File: config.mk
export PLATFORM = sky130hd
export DESIGN_NAME = alu_share_arbiter
export DESIGN_NICKNAME = d
export VERILOG_FILES = /design/src/rtl/alu_share_arbiter.sv
export SDC_FILE = /design/constraint.sdc
export NUM_CORES = 1
export LEC_CHECK = 0
export ABC_AREA = 1
export ABC_CLOCK_PERIOD_IN_PS = 2100
export CAP_MARGIN = 0
export CELL_PAD_IN_SITES_DETAIL_PLACEMENT = 1
export CELL_PAD_IN_SITES_GLOBAL_PLACEMENT = 1
export CORE_MARGIN = 2
export CORE_UTILIZATION = 17
export CTS_CLUSTER_SIZE = 12
export DETAILED_ROUTE_END_ITERATION = 6
export GPL_TIMING_DRIVEN = 0
export PLACE_DENSITY_LB_ADDON = 0.1
export SKIP_LAST_GASP = 1
export SYNTH_ARGS = -nofsm -noshare
export SYNTH_HDL_FRONTEND = slang
export SYNTH_SLANG_ARGS = --single-unit
File: constraint.sdc
create_clock -name clk -period 2.1 [get_ports clk]
set_input_delay 0.315 -clock clk [delete_from_list [all_inputs] [get_ports clk]]
set_output_delay 0.315 -clock clk [all_outputs]
set_load 0.02 [all_outputs]
File: src/rtl/alu_share_arbiter.sv
`default_nettype none
// ============================================================================
// Module   : alu_share_arbiter
// Purpose  : Shares one combinational 16-bit ALU between two requesters
//            (port 0 = execute stage, port 1 = address-gen/aux unit).
//            Round-robin grant, one op per cycle, result captured in a
//            one-entry response register with valid/ready backpressure.
//            Owns the architectural Z/V flags; only legal port-0 ops
//            update them.
// Ports    : clk, rst                  - clock, synchronous active-high reset
//            req{0,1}_valid/ready      - request handshake per port
//            req{0,1}_op/a/b           - opcode and operands per port
//            alu_r1/alu_r2/alu_code    - drive to the shared ALU
//            alu_result/ovfl/zero      - ALU outputs (same cycle)
//            rsp_valid/ready           - response handshake
//            rsp_id/data/err           - held response
//            flag_z/flag_v             - architectural flags
// Revision : 1.0 - initial release
// ============================================================================
module alu_share_arbiter #(
    parameter int DATA_W = 16,
    parameter int OP_W   = 4
) (
    input  logic              clk,
    input  logic              rst,
    input  logic              req0_valid,
    output logic              req0_ready,
    input  logic [OP_W-1:0]   req0_op,
    input  logic [DATA_W-1:0] req0_a,
    input  logic [DATA_W-1:0] req0_b,
    input  logic              req1_valid,
    output logic              req1_ready,
    input  logic [OP_W-1:0]   req1_op,
    input  logic [DATA_W-1:0] req1_a,
    input  logic [DATA_W-1:0] req1_b,
    output logic [DATA_W-1:0] alu_r1,
    output logic [DATA_W-1:0] alu_r2,
    output logic [OP_W-1:0]   alu_code,
    input  logic [DATA_W-1:0] alu_result,
    input  logic              alu_ovfl,
    input  logic              alu_zero,
    output logic              rsp_valid,
    input  logic              rsp_ready,
    output logic              rsp_id,
    output logic [DATA_W-1:0] rsp_data,
    output logic              rsp_err,
    output logic              flag_z,
    output logic              flag_v
);

    localparam logic [OP_W-1:0] c_op_nop         = '0;
    localparam logic [OP_W-1:0] c_op_illegal_min = OP_W'(12);
    localparam logic [OP_W-1:0] c_op_z_max       = OP_W'(2);
    localparam logic [OP_W-1:0] c_op_v_max       = OP_W'(1);

    logic              r_rsp_valid;
    logic              r_rsp_id;
    logic [DATA_W-1:0] r_rsp_data;
    logic              r_rsp_err;
    logic              r_flag_z;
    logic              r_flag_v;
    logic              r_rr_ptr;

    logic              w_can_issue;
    logic              w_grant_valid;
    logic              w_grant_id;
    logic [OP_W-1:0]   w_op;
    logic [DATA_W-1:0] w_a;
    logic [DATA_W-1:0] w_b;
    logic              w_illegal;

    // Slot can accept when empty, or when the held result leaves this cycle.
    // Gating with rst keeps any request in the reset cycle from being taken.
    assign w_can_issue = !rst && (!r_rsp_valid || rsp_ready);

    always_comb begin
        w_grant_valid = 1'b0;
        w_grant_id    = 1'b0;
        if (w_can_issue) begin
            if (req0_valid && req1_valid) begin
                w_grant_valid = 1'b1;
                w_grant_id    = r_rr_ptr;
            end else if (req0_valid) begin
                w_grant_valid = 1'b1;
                w_grant_id    = 1'b0;
            end else if (req1_valid) begin
                w_grant_valid = 1'b1;
                w_grant_id    = 1'b1;
            end
        end
    end

    assign w_op      = w_grant_id ? req1_op : req0_op;
    assign w_a       = w_grant_id ? req1_a  : req0_a;
    assign w_b       = w_grant_id ? req1_b  : req0_b;
    assign w_illegal = (w_op >= c_op_illegal_min);

    assign req0_ready = w_grant_valid && !w_grant_id;
    assign req1_ready = w_grant_valid &&  w_grant_id;

    // Idle or illegal ops present a quiet NOP to the ALU.
    assign alu_r1   = w_grant_valid ? w_a : '0;
    assign alu_r2   = w_grant_valid ? w_b : '0;
    assign alu_code = (w_grant_valid && !w_illegal) ? w_op : c_op_nop;

    always_ff @(posedge clk) begin
        if (rst) begin
            r_rsp_valid <= 1'b0;
            r_rsp_id    <= 1'b0;
            r_rsp_data  <= '0;
            r_rsp_err   <= 1'b0;
            r_flag_z    <= 1'b0;
            r_flag_v    <= 1'b0;
            r_rr_ptr    <= 1'b0;
        end else if (w_grant_valid) begin
            // Covers both the empty fill and the back-to-back refill.
            r_rsp_valid <= 1'b1;
            r_rsp_id    <= w_grant_id;
            r_rsp_data  <= w_illegal ? '0 : alu_result;
            r_rsp_err   <= w_illegal;
            r_rr_ptr    <= ~w_grant_id;
            if (!w_grant_id && !w_illegal) begin
                if (w_op <= c_op_z_max) begin
                    r_flag_z <= alu_zero;
                end
                if (w_op <= c_op_v_max) begin
                    r_flag_v <= alu_ovfl;
                end
            end
        end else if (r_rsp_valid && rsp_ready) begin
            r_rsp_valid <= 1'b0;
        end
    end

    assign rsp_valid = r_rsp_valid;
    assign rsp_id    = r_rsp_id;
    assign rsp_data  = r_rsp_data;
    assign rsp_err   = r_rsp_err;
    assign flag_z    = r_flag_z;
    assign flag_v    = r_flag_v;

endmodule
`default_nettype wire
After elaboration in Yosys (flattened, before gate mapping)
Index checks and enable logic that the tools add are counted.

Order comparisons: 3. Muxes and demuxes: 16. Bitwise logic cells: 1. Reductions and logical operators: 15.

Operator list (number): $mux W16 (5); $mux W1 (9); $mux W4 (2); $logic_and A1 B1 Y1 (7); $reduce_and A3 Y1 (2); $ge A4 B4 Y1 const B (1); $le A4 B1 Y1 const B (1); $le A4 B2 Y1 const B (1); $logic_not A1 Y1 (4); $reduce_bool A2 Y1 (1); $logic_or A1 B1 Y1 (1); $not A1 Y1 (1).

Register bits after elaboration: 22. Input port bits: 95. Output and inout bits: 59. Word-level logic and storage cells: 42.

Logic depth before layout (Yosys ltp)
Word-level depth: 9. Gate-level depth with buffers: 12. Gate-level depth less buffers: 12.

Least setup slack after synthesis
No wires, ideal clock.

Kind: input-to-output. Start point: input port rst. End point: output port alu_r2[10]. Arrival time: 1.509 ns. Required time: 1.785 ns. Slack: 0.276 ns. Stages: 6. Path buffers: 2. Path through: buf_4 -> inv_4 -> nand2_2 -> nor2_4 -> buf_1 -> a22o_1.

Cells in the longest elaborated chain, start to end: 5. Elaborated cells on any way between the ends: 6. Classes of those cells: 4 x mux; 2 x reduce/logical.

RTL lines: start, declared (line 25) `input logic rst,`; $logic_not A1 Y1 (*) (line 74) `assign w_can_issue = !rst && (!r_rsp_valid || rsp_ready);`; $logic_and A1 B1 Y1 (*) (line 74); $mux W1 (line 79) `if (w_can_issue) begin`; $mux W16 (line 95) `assign w_b = w_grant_id ? req1_b : req0_b;`; $mux W16 (*) (line 103) `assign alu_r2 = w_grant_valid ? w_b : '0;`; end, declared (line 37) `output logic [DATA_W-1:0] alu_r2,`.

Every way passes the cells marked *; elsewhere a longest branch is shown, timed or not.

Worst setup path after layout
Start point: register r_rr_ptr. End point: output port alu_code[2].

Cells in the longest elaborated chain, start to end: 7.

RTL lines: start, declared (line 62) `logic r_rr_ptr;`; start signal, assigned (line 121) `r_rr_ptr <= ~w_grant_id;`; $mux W1 (*) (line 80) `if (req0_valid && req1_valid) begin`; $mux W1 (*) (line 79); $mux W4 (*) (line 93) `assign w_op = w_grant_id ? req1_op : req0_op;`; $ge A4 B4 Y1 (line 96) `assign w_illegal = (w_op >= c_op_illegal_min);`; $logic_not A1 Y1 (line 104) `assign alu_code = (w_grant_valid && !w_illegal) ? w_op : c_op_nop;`; $logic_and A1 B1 Y1 (line 104); $mux W4 (*) (line 104); end, declared (line 38) `output logic [OP_W-1:0] alu_code,`.

Marks and branches as above.

==> key figures <==
Detailed routing
  – Avg Vias per Cell: 4.31
  – Post-route ant nets: 0
  – Vias: 1912
  – 1st-iter DRT viols: 35
  – 1st-pass router iterations: 4
  – Routed wire length: 7.16 mm
  – Post-route DRC: 0
  – Wire per inst: 16.1 um

Synth
  – Seq/Total Area, Yosys: 33.8%
  – Post-Syn Area: 0.00130 mm^2
  – Commonest cells in the netlist: nand2_1 (35), a22o_1 (30), a21oi_1 (23)
  – Yosys reg bits: 22
  – Yosys warns: 0
  – Top cells by area, synth: dfxtp_1 (34%), a22o_1 (20%), nand2_1 (10%)
  – Synth Flop Type: dfxtp_1
  – Yosys cell types: 23
  – Number of synthesized flops with an enable pin: 0
  – Count leader, synth: nand2_1
  – Syn avg cell area: around 7.4 um^2
  – Syn Nets: 272
  – Async set-reset flop share out of synthesis: 0%
  – Post-Synthesis Cells: 177
  – Yosys top cell by area: dfxtp_1
  – Yosys top cell area share: 33.8%

Placement
  – Dpl hpwl: 5.82 mm
  – Number of port buffers: 152
  – Placed cells: between 400 and 500
  – Gpl congestion: 0.757

Clocking
  – Root Buffer: clkbuf_8
  – Clock sink count: 22
  – CTS tree: built
  – Clock tree buffer depth: 2
  – CTS buffer count: 3
  – Worst-skew pair later-pin latency: 270 ps
  – Clock transition at the registers of the reported paths: approximately 90 ps
  – Htree depth: 1

Critical path
  – Worst Path Arrival: 1650 ps
  – Critical Path RT: 1780 ps
  – Critical path class: reg2out
  – CP Max Fanout: 4
  – Crit end category: output pin
  – R2r startpoint: r_rr_ptr
  – Worst setup startpoint: r_rr_ptr
  – Cells on worst reg2reg path: 10
  – Startpoint types: flop

Global routing
  – Pin count of the biggest net entering global routing: 14
  – Initial antenna violation count: 0
  – Number of global-route vias before repair: 1862
  – Global-route wire length before repair: ~11 mm
  – Tot GR Track Use: roughly 17%
  – Congestion Overflow GR: 0

Floorplan
  – Die Height: 91.5 um
  – Rows: 31
  – CORE AREA: 0.00733 mm^2
  – I/O pin count: 154
  – Full die area: 0.00837 mm^2
  – Initial Util: around 18%
  – Die width: 91.5 um

Pwr
  – VDD IR-drop max: 0.237 mV
  – Pwr/cell area: approximately 480 mW/mm^2
  – Leakage: 0.00135 uW

Hold path
  – Min-delay worst type: in2reg
  – Worst hold path depth: 2
  – Hold Crit Start: rst

STA
  – Rel. slew slack: 69.0%
  – FMAX: 509 MHz
  – RSZ-0062 raised after global routing: false
  – Worst Max-Slew Pin Slew: 465 ps
  – Setup TNS: 0 ps
  – Final hold viol count: 0
  – Tcrit/Tclk final: 93.5%
  – Slew Limit Fails: 0
  – Final setup viols: 0
  – Min Clock Period, post-route: 1960 ps
  – Clock skew: 11.8 ps

Layout
  – Layout net count: about 440
  – End-of-flow core utilization: a little over two fifths
  – ANT cells: 0
  – Share of cells above drive strength 1: 25.2%
  – Layout overhead on the synthesized area: 139%
  – Non-filler instance count after layout: 444

Run status
  – Outcome: complete, no violations

Job
  – Maxcap violations: 0
-- repair_timing --
action                     in CTS  in global routing
cloned                          0                  0
hold buffers                    0                  0
resized for setup             191                 16
pin swaps                       6                  6
setup buffers                  12                  1
setup endpoints to repair      38                 38
hold endpoints to repair        0                  0
-- registers in the layout, indices dropped and copies added, names as in the netlist --
register,flops
rsp_data,16
flag_v,1
flag_z,1
r_rr_ptr,1
rsp_err,1
rsp_id,1
rsp_valid,1
-- final cells by class --
type | count | area (um^2)
Buffer | 11 | 82.6
Clock buffer | 3 | 41.3
Clock inverter | 1 | 30.0
Fill cell | 887 | 4220
Inverter | 12 | 55.1
Multi-Input combinational cell | 131 | 833
Sequential cell | 22 | 440
Tap cell | 99 | 124
Timing Repair Buffer | 165 | 1500
-- metrics by stage --
stage | worst slack (ps) | power (uW) | hold WS (ps) | instance area [um^2]
2_1_floorplan | 276 | 730 | 471 | 1300
3_3_place_gp | -700 | 1100 | 450 | 2950
3_5_place_dp | -738 | 1100 | 457 | 2950
4_1_cts | 0.254 | 1520 | 292 | 3070
5_1_grt | 18.1 | 1600 | 283 | 3110
6_report | 136 | 1510 | 299 | 3110
-- final timing paths --
path	slack [ps]	end
setup / recovery	140	alu_code[2]
hold / removal	300	rsp_data[8]
setup reg to reg	510	rsp_data[14]
hold reg to reg	470	rsp_err
-- layer usage --
metal	global-route usage, %	part of all wire, %	vias up
li1	-	-	953
met1	20.8	43	884
met2	29.7	50	70
met3	4.07	6.3	5
met4	2.65	0.54	0
met5	0	0	-
-- placed cells by master (no fill, tap or decap) --
master	instances
a21oi_4	1
buf_2	19
buf_6	9
nand3_1	19
inv_1	4
nand3b_1	1
nand2_4	9
inv_4	2
o21ai_0	2
buf_4	28
clkbuf_1	3
nand2_1	30
dlygate4sd2_1	4
a21oi_1	21
dfxtp_1	22
bufinv_16	1
a21oi_2	2
a22o_1	30
clkdlybuf4s15_1	1
dlymetal6s2s_1	1
inv_2	5
clkdlybuf4s50_1	111
clkinv_4	1
nand3_4	1
nand2_2	2
nor2_4	2
clkbuf_8	3
nor2_1	9
o21ai_2	1
nand3_2	1
-- logic make-up (layout without fill, tap and decap cells) --
family / count (synthesis) / count (layout) / synth area share [%]
buffers and inverters: 24 / 192 / 8.37
DFF: 22 / 22 / 33.8
and+or+nand+nor: 74 / 74 / 26.3
AOI/OAI and AO/OA: 57 / 57 / 31.4
-- critical path, cell delays in order (launching register included) --
cell     delay (ps)
dfxtp_1         390
inv_2            70
a21oi_4         240
nand2_4         120
nand2_4          90
nand2_4          50
nand2_4          70
nand2_4          60
inv_2            60
nand2_1          50
inv_1            60
buf_6           110
-- where the power goes --
group | switching (uW) | internal, uW
clock network | 146 | 255
registers | 14.2 | 442
logic | 300 | 349
(Power assumes the default switching activity.)
